--- src/rtl/ram_arbiter_if.sv ---
// ram_arbiter_if: request, completion and RAM-side signals of the RAM arbiter.
// slave modport: the arbiter. It takes both requester ports and the RAM response,
// and drives the wait/load returns and the RAM command.
// master modport: the environment. It holds the fetch/data paths and the RAM model.
interface ram_arbiter_if;
  logic        iREN;
  logic [31:0] iaddr;
  logic        iwait;
  logic [31:0] iload;
  logic        dREN;
  logic        dWEN;
  logic [31:0] daddr;
  logic [31:0] dstore;
  logic        dwait;
  logic [31:0] dload;
  logic        ramREN;
  logic        ramWEN;
  logic [31:0] ramaddr;
  logic [31:0] ramstore;
  logic [31:0] ramload;
  logic [1:0]  ramstate;
  logic        ramerr;
  modport slave (
    input  iREN, iaddr, dREN, dWEN, daddr, dstore, ramload, ramstate,
    output iwait, iload, dwait, dload, ramREN, ramWEN, ramaddr, ramstore, ramerr
  );
  modport master (
    output iREN, iaddr, dREN, dWEN, daddr, dstore, ramload, ramstate,
    input  iwait, iload, dwait, dload, ramREN, ramWEN, ramaddr, ramstore, ramerr
  );
endinterface

--- src/rtl/ram_arbiter.sv ---
// ram_arbiter: grants the single RAM port to the instruction or the data path, with a watchdog timeout.
// Ports: CLK (rising edge), nRST (async, active low), bus (ram_arbiter_if.slave).
// Build option ARB_RR_EN: when defined, contention alternates between the ports; otherwise data always wins.
module ram_arbiter #(
  parameter int TIMEOUT = 255
) (
  input logic          CLK,
  input logic          nRST,
  ram_arbiter_if.slave bus
);
  localparam int CW = $clog2(TIMEOUT + 1);
  localparam logic [CW-1:0] tMax = CW'(TIMEOUT);
  typedef enum logic [1:0] {IDLE, I_ACC, D_ACC} state_t;
  state_t state, nextState;
  logic [CW-1:0] waitCnt;
  logic iReq, dReq, granted, access, held;
  assign iReq = bus.iREN;
  assign dReq = bus.dREN | bus.dWEN;
  assign granted = state != IDLE;
  assign access = bus.ramstate == 2'd2;
  assign held = state == I_ACC ? iReq : dReq;
  assign bus.ramaddr = state == I_ACC ? bus.iaddr : state == D_ACC ? bus.daddr : '0;
  assign bus.ramstore = state == D_ACC ? bus.dstore : '0;
  assign bus.ramWEN = state == D_ACC & bus.dWEN;
  // A write wins when both data enables are set.
  assign bus.ramREN = state == I_ACC ? bus.iREN : state == D_ACC & bus.dREN & ~bus.dWEN;
  assign bus.iwait = ~(state == I_ACC & access);
  assign bus.dwait = ~(state == D_ACC & access);
  assign bus.iload = bus.ramload;
  assign bus.dload = bus.ramload;
  // The abort fires only if the access is not completing in the same cycle.
  assign bus.ramerr = granted & ~access & waitCnt == tMax;
`ifdef ARB_RR_EN
  logic lastGrantD;
  always_ff @(posedge CLK or negedge nRST)
    if (!nRST) lastGrantD <= 1'b1;
    else if (granted & access) lastGrantD <= state == D_ACC;
`endif
  always_comb begin
    nextState = state;
    if (state == IDLE) begin
`ifdef ARB_RR_EN
      nextState = dReq & iReq ? (lastGrantD ? I_ACC : D_ACC) : dReq ? D_ACC : iReq ? I_ACC : IDLE;
`else
      nextState = dReq ? D_ACC : iReq ? I_ACC : IDLE;
`endif
    end else if (access | bus.ramerr | ~held) nextState = IDLE;
  end
  // Grants are only entered from IDLE, so clearing in IDLE clears the counter on entry.
  always_ff @(posedge CLK or negedge nRST)
    if (!nRST) begin
      state <= IDLE;
      waitCnt <= '0;
    end else begin
      state <= nextState;
      waitCnt <= state == IDLE ? '0 : (access | waitCnt == tMax) ? waitCnt : waitCnt + 1'b1;
    end
endmodule
--- src/flat_wrapper.sv ---
// flat-port wrapper written by rule: the top's interface ports become plain ports
module ram_arbiter_flat 
#(
  parameter int TIMEOUT = 255
)
  (CLK, nRST, bus_iREN, bus_iaddr, bus_dREN, bus_dWEN, bus_daddr, bus_dstore, bus_ramload, bus_ramstate, bus_iwait, bus_iload, bus_dwait, bus_dload, bus_ramREN, bus_ramWEN, bus_ramaddr, bus_ramstore, bus_ramerr);
  ram_arbiter_if bus_i ();
  input logic CLK;
  input logic nRST;
  input wire logic [$bits(bus_i.iREN)-1:0] bus_iREN;
  input wire logic [$bits(bus_i.iaddr)-1:0] bus_iaddr;
  input wire logic [$bits(bus_i.dREN)-1:0] bus_dREN;
  input wire logic [$bits(bus_i.dWEN)-1:0] bus_dWEN;
  input wire logic [$bits(bus_i.daddr)-1:0] bus_daddr;
  input wire logic [$bits(bus_i.dstore)-1:0] bus_dstore;
  input wire logic [$bits(bus_i.ramload)-1:0] bus_ramload;
  input wire logic [$bits(bus_i.ramstate)-1:0] bus_ramstate;
  output wire logic [$bits(bus_i.iwait)-1:0] bus_iwait;
  output wire logic [$bits(bus_i.iload)-1:0] bus_iload;
  output wire logic [$bits(bus_i.dwait)-1:0] bus_dwait;
  output wire logic [$bits(bus_i.dload)-1:0] bus_dload;
  output wire logic [$bits(bus_i.ramREN)-1:0] bus_ramREN;
  output wire logic [$bits(bus_i.ramWEN)-1:0] bus_ramWEN;
  output wire logic [$bits(bus_i.ramaddr)-1:0] bus_ramaddr;
  output wire logic [$bits(bus_i.ramstore)-1:0] bus_ramstore;
  output wire logic [$bits(bus_i.ramerr)-1:0] bus_ramerr;
  assign bus_i.iREN = bus_iREN;
  assign bus_i.iaddr = bus_iaddr;
  assign bus_i.dREN = bus_dREN;
  assign bus_i.dWEN = bus_dWEN;
  assign bus_i.daddr = bus_daddr;
  assign bus_i.dstore = bus_dstore;
  assign bus_i.ramload = bus_ramload;
  assign bus_i.ramstate = bus_ramstate;
  assign bus_iwait = bus_i.iwait;
  assign bus_iload = bus_i.iload;
  assign bus_dwait = bus_i.dwait;
  assign bus_dload = bus_i.dload;
  assign bus_ramREN = bus_i.ramREN;
  assign bus_ramWEN = bus_i.ramWEN;
  assign bus_ramaddr = bus_i.ramaddr;
  assign bus_ramstore = bus_i.ramstore;
  assign bus_ramerr = bus_i.ramerr;
  ram_arbiter #(.TIMEOUT(TIMEOUT)) u_core (.CLK(CLK), .nRST(nRST), .bus(bus_i));
endmodule
--- config.mk ---
export PLATFORM = sky130hd
export DESIGN_NAME = ram_arbiter_flat
export DESIGN_NICKNAME = d
export VERILOG_FILES = /design/src/rtl/ram_arbiter_if.sv /design/src/rtl/ram_arbiter.sv /design/src/flat_wrapper.sv
export SDC_FILE = /design/constraint.sdc
export NUM_CORES = 1
export LEC_CHECK = 0
export ABC_AREA = 0
export CAP_MARGIN = 20
export CORE_AREA = 2 2 104 106
export DETAILED_ROUTE_END_ITERATION = 12
export DIE_AREA = 0 0 106 108
export GPL_TIMING_DRIVEN = 0
export PLACE_DENSITY = 0.58
export SLEW_MARGIN = 20
export SYNTH_ARGS = -nofsm -noshare
export SYNTH_HDL_FRONTEND = slang
export SYNTH_SLANG_ARGS = --single-unit
--- constraint.sdc ---
create_clock -name CLK -period 3 [get_ports CLK]
set_clock_uncertainty 0.2 [all_clocks]
set_input_delay 0.3 -clock CLK [delete_from_list [all_inputs] [get_ports CLK]]
set_output_delay 0.3 -clock CLK [all_outputs]
set_load 0.03 [all_outputs]
==> out/qor.txt <==
outcome: finished clean
post-synthesis mux area share: 0.629%
biggest cell delay along the critical path: 0.68 ns
worst setup path class: flop to primary output
Setup Slack @ Placement: 0.218 ns
gp weighted congestion: 0.728
post-synthesis adder-cell area fraction: 0.787%
Avg Cell Area, Syn: 7.91 um2
port bufs: 235
Final Max Tran Viols: 0
H-Tree Depth: 1
dominant cell type by area after synthesis: buf_4
Worst setup EP type: primary output
Clock Root Buffer: clkbuf_8
Post-Synth XOR/XNOR Area: 2.20%
Post-Syn Area: 1590 um2
vias: 2255
crit-path cells: nor2b_2, buf_2, buf_2, a22o_1, clkdlybuf4s50_1
drt initial violations: 67
Peak Freq: 351 MHz
Seq cells post-synth: 10
top cells by area, synth: buf_4 31%, a22o_1 18%, dfrtp_1 16%
leading cell type in the layout, fill and taps excluded: clkdlybuf4s50_1
vias per cell: 3.91
main combinational cell family by area after synthesis: buffers and inverters
layout overhead on the synthesized area: 162%
largest buffer count on any clock path: 2
initial antenna violation count: 0
Final setup viols: 0
Main synth FF type: dfrtp_1
io pins: 268
worst vdd ir: 0.000237 V
first-pass GRT wire length: 11.7 mm
share of the synthesized area in the top cell type: 31.2%
# rows: 37
Synthesized Nets: 337
complex-gate fraction of the synthesized area: 23.4%
Die Width: 106 um
fillcell total: 1020
CTS Hold Bufs: 0
drt total wl: 8.15 mm
WL per Instance: 14.1 um
slowest CP cell: clkdlybuf4s50_1
Remaining DRCs: 0
multi-input logic area: 801 um2
synth warn: 0
Seq/Total Area, Yosys: 15.7%
CP Max Fanout: 10
Least-Margin Pin Slew: 0.496 ns
most frequent CP cell: buf_2
hold crit path type: input port to async pin
Final Critical Period: 2.85 ns
CP Data Arrival Time: 2.35 ns
share of cells above drive strength 1: 18.4%
Final period util: 95.0%
DR pass1 iterations: 4
Die H: 108 um
unrepaired setup endpoints after global routing: false
Fin. Hold Viols: 0
ANT cells: 0
slew margin rel.: 66.9%
Reg clk slew, reported paths: 0.05 ns
pwr/cell area: 558 nW/um2
commonest cells after routing, fill and taps aside: 235 x clkdlybuf4s50_1, 66 x buf_4, 33 x and2_1
CTS tree: built
total track usage: 12.7%
Post-synth EDFFs: 0
Initial Utilization: 15.5%
vias in the first global route: 2148
HPWL Detailed: 7.17 mm
clock sinks: 10
clock buffer count from CTS: 3
core area: 10200 um2
post-synthesis simple-gate area fraction: 23.2%
Gate Count Post-Synth: 201
ys async rst share: 100%
static leakage: 1.73 nW
sequential cell area: 250 um2
worst-skew pair later-pin latency: 0.24 ns
Routed Antenna Nets: 0
total grt overflow: 0
PnR worst setup slack: 0.150 ns
Max-Cap Viols: 0
largest net degree at the start of global routing: 11
Worst Setup Start Kind: flop
die footprint: 11400 um2
setup_tns: 0 ns
Distinct cells, synth: 32
Worst EP required: 2.50 ns
nets: 577
## stage by stage
| stage | area (um2) | hold slack (ns) | power (mW) | instances | utilization (%) |
|---|---|---|---|---|---|
| 5_1_grt | 4170 | 0.227 | 2.45 | 576 | 40.8 |
| 3_3_place_gp | 4110 | 0.318 | 2.16 | 572 | 40.2 |
| 2_1_floorplan | 1590 | -0.196 | 1.32 | 201 | - |
| 4_1_cts | 4170 | 0.202 | 2.35 | 576 | 40.8 |
| 6_report | 4170 | 0.192 | 2.33 | 576 | 40.8 |
| 3_5_place_dp | 4110 | 0.336 | 2.17 | 572 | 40.2 |
## cells by family after synthesis
kind of cell             count (synthesis)
AND/OR/NAND/NOR                         62
AO/OA/AOI/OAI                           46
multiplexers                             1
adder cells (fa/ha/maj)                  1
buffers and inverters                   77
XOR/XNOR                                 4
flip-flops                              10
## state kept, by name, summed over array words and instances, names as in the netlist
name	cells
u_core.waitCnt	8
u_core.state	2
## cell type report
cell class / instances / area share, %
Timing Repair Buffer: 235 / 56.4
Buffer: 75 / 12.8
Clock buffer: 4 / 1.32
Sequential cell: 10 / 6.00
Multi-Input combinational cell: 114 / 19.2
Tap cell: 136 / 4.08
Inverter: 2 / 0.180
## metal layers
layer | GRT usage [%] | part of all wire [%]
met4 | 1.22 | 0.64
met5 | 0 | 0
met3 | 3.74 | 8.6
met2 | 24.3 | 53
met1 | 14.5 | 38
## cells in the mapped netlist, types with 2 or more instances
cell and n:
nand2_1 6, nor2_1 7, and2_1 33, dfrtp_1 10
a21oi_1 5, nor2b_1 3, a22o_1 32, xnor2_1 2
o21ai_0 2, nor4_1 2, inv_1 2, a211oi_1 2
nand3_2 2, clkbuf_1 5, buf_4 66, xor2_1 2
buf_2 4, o211ai_1 2
## path summary, 6_finish.rpt
| check | start | end | slack (ns) | cells after the start |
|---|---|---|---|---|
| worst max-delay path | u_core.state[1] | bus_ramaddr[28] | 0.15 | 5 |
| worst min-delay path | nRST | u_core.waitCnt[5] | 0.19 | 1 |
| worst max register to register | u_core.waitCnt[0] | u_core.waitCnt[1] | 1.18 | 5 |
| worst min register to register | u_core.state[0] | u_core.state[0] | 0.35 | 1 |
| max in group asynchronous | nRST | u_core.waitCnt[3] | 2.08 | 1 |
| min in group CLK | u_core.state[0] | u_core.state[0] | 0.35 | 1 |
## power by group
part           switching, mW  total [mW]  leakage, nW  internal, mW
sequential            0.0295       0.192        0.134         0.162
combinational           1.07        1.96         1.57         0.893
clock                 0.0556       0.171       0.0288         0.116
## critical path: cells and delay by family (launching register included)
| family | cells | cell delay [ns] |
|---|---|---|
| AO/OA/AOI/OAI | 1 | 0.16 |
| AND/OR/NAND/NOR | 1 | 0.32 |
| flip-flops | 1 | 0.42 |
| buffers and inverters | 3 | 1.20 |
## timing repair
action / 4_1_cts / 5_1_grt
resized for setup: 1 / 0
endpoints found under the setup margin: 10 / 0
buffers inserted: 0 / 0
(Power assumes the default switching activity.)
